===== src/rtl/led_counter.sv =====
// LED step counter fed by the blinker pulse train, with debounced pause and
// direction push-buttons. Single clock domain, synchronous active-low reset.
module led_counter #(
  parameter int unsigned WIDTH      = 8,
  parameter int unsigned DEB_CYCLES = 50000,
  parameter int unsigned DEB_W      = 16
) (
  input  logic             clk,
  input  logic             rst,
  input  logic             blink,
  input  logic             btn_pause,
  input  logic             btn_dir,
  output logic [WIDTH-1:0] leds,
  output logic             dir,
  output logic             paused,
  output logic             wrap
);

  localparam int unsigned NCH      = 2;
  localparam int unsigned CH_PAUSE = 0;
  localparam int unsigned CH_DIR   = 1;
  localparam logic [DEB_W-1:0] DEB_LAST = DEB_W'(DEB_CYCLES - 1);
  localparam logic [WIDTH-1:0] ALL_ONES = {WIDTH{1'b1}};

  logic [NCH-1:0]   btn_raw_c;
  logic [NCH-1:0]   sync_a;
  logic [NCH-1:0]   sync_b;
  logic [NCH-1:0]   stable;
  logic [NCH-1:0]   stable_q;
  logic [NCH-1:0]   press_c;
  logic [DEB_W-1:0] cnt [NCH];

  logic             blink_q;
  logic             step_c;
  logic [WIDTH-1:0] leds_next_c;
  logic             wrap_next_c;

  assign btn_raw_c = {btn_dir, btn_pause};
  assign press_c   = stable & ~stable_q;
  assign step_c    = blink & ~blink_q;

  // Button channels: 2-FF synchroniser, debouncer, delayed copy for edge detect
  always_ff @(posedge clk) begin
    if (!rst) begin
      sync_a   <= '0;
      sync_b   <= '0;
      stable   <= '0;
      stable_q <= '0;
      for (int i = 0; i < NCH; i++) cnt[i] <= '0;
    end else begin
      sync_a   <= btn_raw_c;
      sync_b   <= sync_a;
      stable_q <= stable;
      for (int i = 0; i < NCH; i++) begin
        if (sync_b[i] == stable[i]) begin
          cnt[i] <= '0;
        end else if (cnt[i] == DEB_LAST) begin
          stable[i] <= sync_b[i];
          cnt[i]    <= '0;
        end else begin
          cnt[i] <= cnt[i] + DEB_W'(1);
        end
      end
    end
  end

  // Next count and wrap flag; old dir/paused are used even when a toggle lands
  always_comb begin
    leds_next_c = leds;
    wrap_next_c = 1'b0;
    if (step_c && !paused) begin
      if (!dir) begin
        leds_next_c = leds + WIDTH'(1);
        wrap_next_c = (leds == ALL_ONES);
      end else begin
        leds_next_c = leds - WIDTH'(1);
        wrap_next_c = (leds == '0);
      end
    end
  end

  // Blink edge history (reset high so a level already present is not a step)
  always_ff @(posedge clk) begin
    if (!rst) begin
      blink_q <= 1'b1;
      leds    <= '0;
      wrap    <= 1'b0;
      dir     <= 1'b0;
      paused  <= 1'b0;
    end else begin
      blink_q <= blink;
      leds    <= leds_next_c;
      wrap    <= wrap_next_c;
      dir     <= dir ^ press_c[CH_DIR];
      paused  <= paused ^ press_c[CH_PAUSE];
    end
  end

endmodule


===== config.mk =====
export PLATFORM = sky130hd
export DESIGN_NAME = led_counter
export DESIGN_NICKNAME = d
export VERILOG_FILES = /design/src/rtl/led_counter.sv
export SDC_FILE = /design/constraint.sdc
export NUM_CORES = 1
export LEC_CHECK = 0
export CAP_MARGIN = 20
export CORE_MARGIN = 3
export CORE_UTILIZATION = 57
export DETAILED_ROUTE_END_ITERATION = 16
export DONT_BUFFER_PORTS = 1
export GPL_ROUTABILITY_DRIVEN = 0
export PLACE_DENSITY = 0.79
export SYNTH_ARGS = -nofsm -noshare
export SYNTH_HDL_FRONTEND = slang
export SYNTH_SLANG_ARGS = --single-unit

===== constraint.sdc =====
create_clock -name clk -period 1.8 [get_ports clk]
set_clock_uncertainty 0.2 [all_clocks]
set_input_delay 0.36 -clock clk [delete_from_list [all_inputs] [get_ports clk]]
set_output_delay 0.36 -clock clk [all_outputs]
set_load 0.02 [all_outputs]

==> out/metrics.yaml <==
power:
  power.density_nw_per_um2: 643.1
  static-leakage-power_nw: 1.390
  worst_ir_drop_vdd_uv: 647.8
  total_power_mw: 2.270
drt:
  wl_per_cell_um: 14.10
  viasPerCell: 5.474
  vias: 2250
  antenna_left: 0
  drc_errors: 0
  first_pass_iters: 4
  wirelength_mm: 5.797
  drt_iter0_drc: 141
grt:
  overflow: 0
  grt_start_max_net_pins: 18
  antenna_found_initial: 0
  grt.total_usage: 0.2094
  grt_pass1_vias: 2145
  grt_pass1_wl_mm: 9.266
critical_path:
  critPathArrivalTime_ps: 1830
  crit_chain: "nor4b_1 -> nand4_1 -> buf_6 -> buf_4 -> mux2i_1 -> nor2b_1"
  critPathRequiredTime_ps: 1800
  critPathCaptureType: "flip-flop"
  critPathMaxFanout: 3
  startpoint_type: "flip-flop"
  max_stage_delay_ps: 420
  crit_slowest_cell: "edfxtp_1"
  path_class: "flip-flop to flip-flop"
yosys:
  synthTopCellsByArea: "edfxtp_1 35%, dfxtp_1 14%, xor2_1 6.6%"
  syn_area_sq_um: 2784
  synth_top_area_frac: 0.3452
  postSynth.asyncResetShare: 0
  syn_inst: 268
  avgSynthCellArea_sq_um: 10.39
  synth-seq-cells: 52
  synth_edf_count: 32
  ys.flop_type: "edfxtp_1"
  ys_seq_area_frac: 0.4890
  ys_types: 51
  synth_top_area_cell: "edfxtp_1"
  ys_warn_count: 0
flow_run:
  cap_violations: 0
die:
  die_x_um: 75.89
  core_sq_um: 4534
  io_pins: 16
  fp.dieH_um: 75.89
  die_area_sq_um: 5759
  std_cell_rows: 24
  start_util: 0.6140
timing:
  max_freq_ghz: 0.5474
  min_period_ps: 1827
  hold_slack_ps: 29.51
  worstMarginPinSlew_ps: 536.8
  relSlewSlack: 0.6410
  finalSetupTns_ps: -96.63
  hold_viol: 0
  finalSetupViolCount: 12
  rsz0062_at_grt: "true"
  fin_crit_sh: 1.015
  setup_slack_ps: -26.72
  drv_slew: 0
layout:
  final_util: 0.7784
  n_antenna_cell: 0
  stdcell_count: 411
  finalNetCount: 359
  drive_gt1_frac: 0.2283
  design_area_sq_um: 3530
  syn_to_final_growth_pct: 26.79
run_status:
  violations: "setup timing"
  status: "finished, violations left"
clock_tree:
  numCtsBuffers: 5
  cts_buffer_depth: 2
  h-tree-depth: 2
  numClockSinks: 52
  path_clk_slew_ps: 100
  cts_tree: "built"
  clock_latency_ps: 300
  cts-root-buf: "clkbuf_8"
place:
  placed_area_sq_um: 3229
  dp_hpwl_mm: 3.918
  place.port_buffers: 0
  dp.cells: 392
  place_ws_ps: -44.60
hold_path:
  hold_class: "input pin to flip-flop"
report_power, final:
| part | internal, mW | switching [mW] |
|---|---|---|
| Combinational | 0.0822 | 0.0859 |
| Sequential | 1.30 | 0.0472 |
| Clock | 0.356 | 0.395 |
cell families after synthesis:
group | count (synthesis) | synth area share
simple gates | 127 | 0.2688
flops | 52 | 0.4890
compound gates | 31 | 0.06921
mux | 2 | 0.007191
buf+inv | 14 | 0.02068
other cells | 1 | 0.001347
fa+ha+maj | 9 | 0.04315
xor+xnor | 32 | 0.1007
repair_timing:
item | CTS | global route
buffers inserted | 4 | 2
cloned | 0 | 1
gates resized for setup | 5 | 19
pin swaps | 0 | 5
hold buffers | 4 | 0
endpoints found under the hold margin | 17 | 0
endpoints found under the setup margin | 27 | 37
path summary, 6_finish.rpt:
check                                 from                      to  slack (ps)  depth (start not counted)
setup reg to reg  cnt[1][12]$_SDFFCE_PN0P_  stable[1]$_SDFFE_PN0P_         -30                          6
hold reg to reg       sync_a[1]$_SDFF_PN0_    sync_b[1]$_SDFF_PN0_         240                          1
setup / recovery  cnt[1][12]$_SDFFCE_PN0P_  stable[1]$_SDFFE_PN0P_         -30                          6
hold / removal                         rst    leds[6]$_SDFFE_PN0P_          30                          2
worst max-delay path, delay by kind of cell (launching register included):
kind | cells | cell delay (ps)
buffers and inverters | 2 | 310
DFF | 1 | 420
muxes | 1 | 140
and+or+nand+nor | 3 | 670
cells in the mapped netlist, types with 2 or more instances:
master	n
nand3_1	20
xor2_1	21
nor3_1	3
edfxtp_1	32
nor4_1	2
nand2_1	12
a21oi_1	7
buf_2	4
and4b_1	2
a21o_1	2
nor2b_1	2
nor2_1	32
a211oi_1	2
o211a_1	2
nor4b_1	2
nand4_1	10
and3_1	5
mux2i_1	2
nand4b_1	2
a21boi_0	2
o21ai_0	11
nand2b_1	3
and2_1	8
nor4bb_1	2
dfxtp_1	20
and4_1	5
xnor2_1	11
clkbuf_1	5
ha_1	8
or3_1	4
inv_1	5
registers in the layout (all words and copies together) (netlist names):
| signal | flops |
|---|---|
| stable_q | 2 |
| paused | 1 |
| dir | 1 |
| sync_b | 2 |
| wrap | 1 |
| blink_q | 1 |
| cnt | 32 |
| stable | 2 |
| leds | 8 |
| sync_a | 2 |
cells in the final DEF (no fill, tap or decap), types with 3 or more instances in the layout:
cell type / synthesis / layout
nand2b_1: 3 / 3
conb_1: 1 / 32
ha_1: 8 / 6
clkbuf_8: 0 / 5
and2_1: 8 / 8
xnor2_1: 11 / 11
dfxtp_1: 20 / 17
and3_1: 5 / 4
nor3_1: 3 / 3
xor2_1: 21 / 20
edfxtp_1: 32 / 32
a21oi_1: 7 / 5
dlygate4sd3_1: 0 / 4
nand3_1: 20 / 18
buf_4: 0 / 41
nand4_1: 10 / 10
inv_1: 5 / 5
nor2_1: 32 / 32
or3_1: 4 / 4
nand2_1: 12 / 12
o21ai_0: 11 / 11
routing by layer:
metal  vias to the layer above  track usage  wire length (um)
met3                         4      0.05409               299
li1                       1102            -                 -
met1                      1071       0.2659              2578
met5                         -            0                 0
met2                        73       0.3612              2891
met4                         0      0.04078                28
area by class of cell:
type	instances	area, sq um
tap	65	81.33
sequential	52	1368
timing repair buffer	47	370.4
multi-input combinational	234	1585
inverter	5	18.77
fill	293	1005
clock buffer	6	93.84
clock inverter	2	12.51
(Power assumes the default switching activity.)
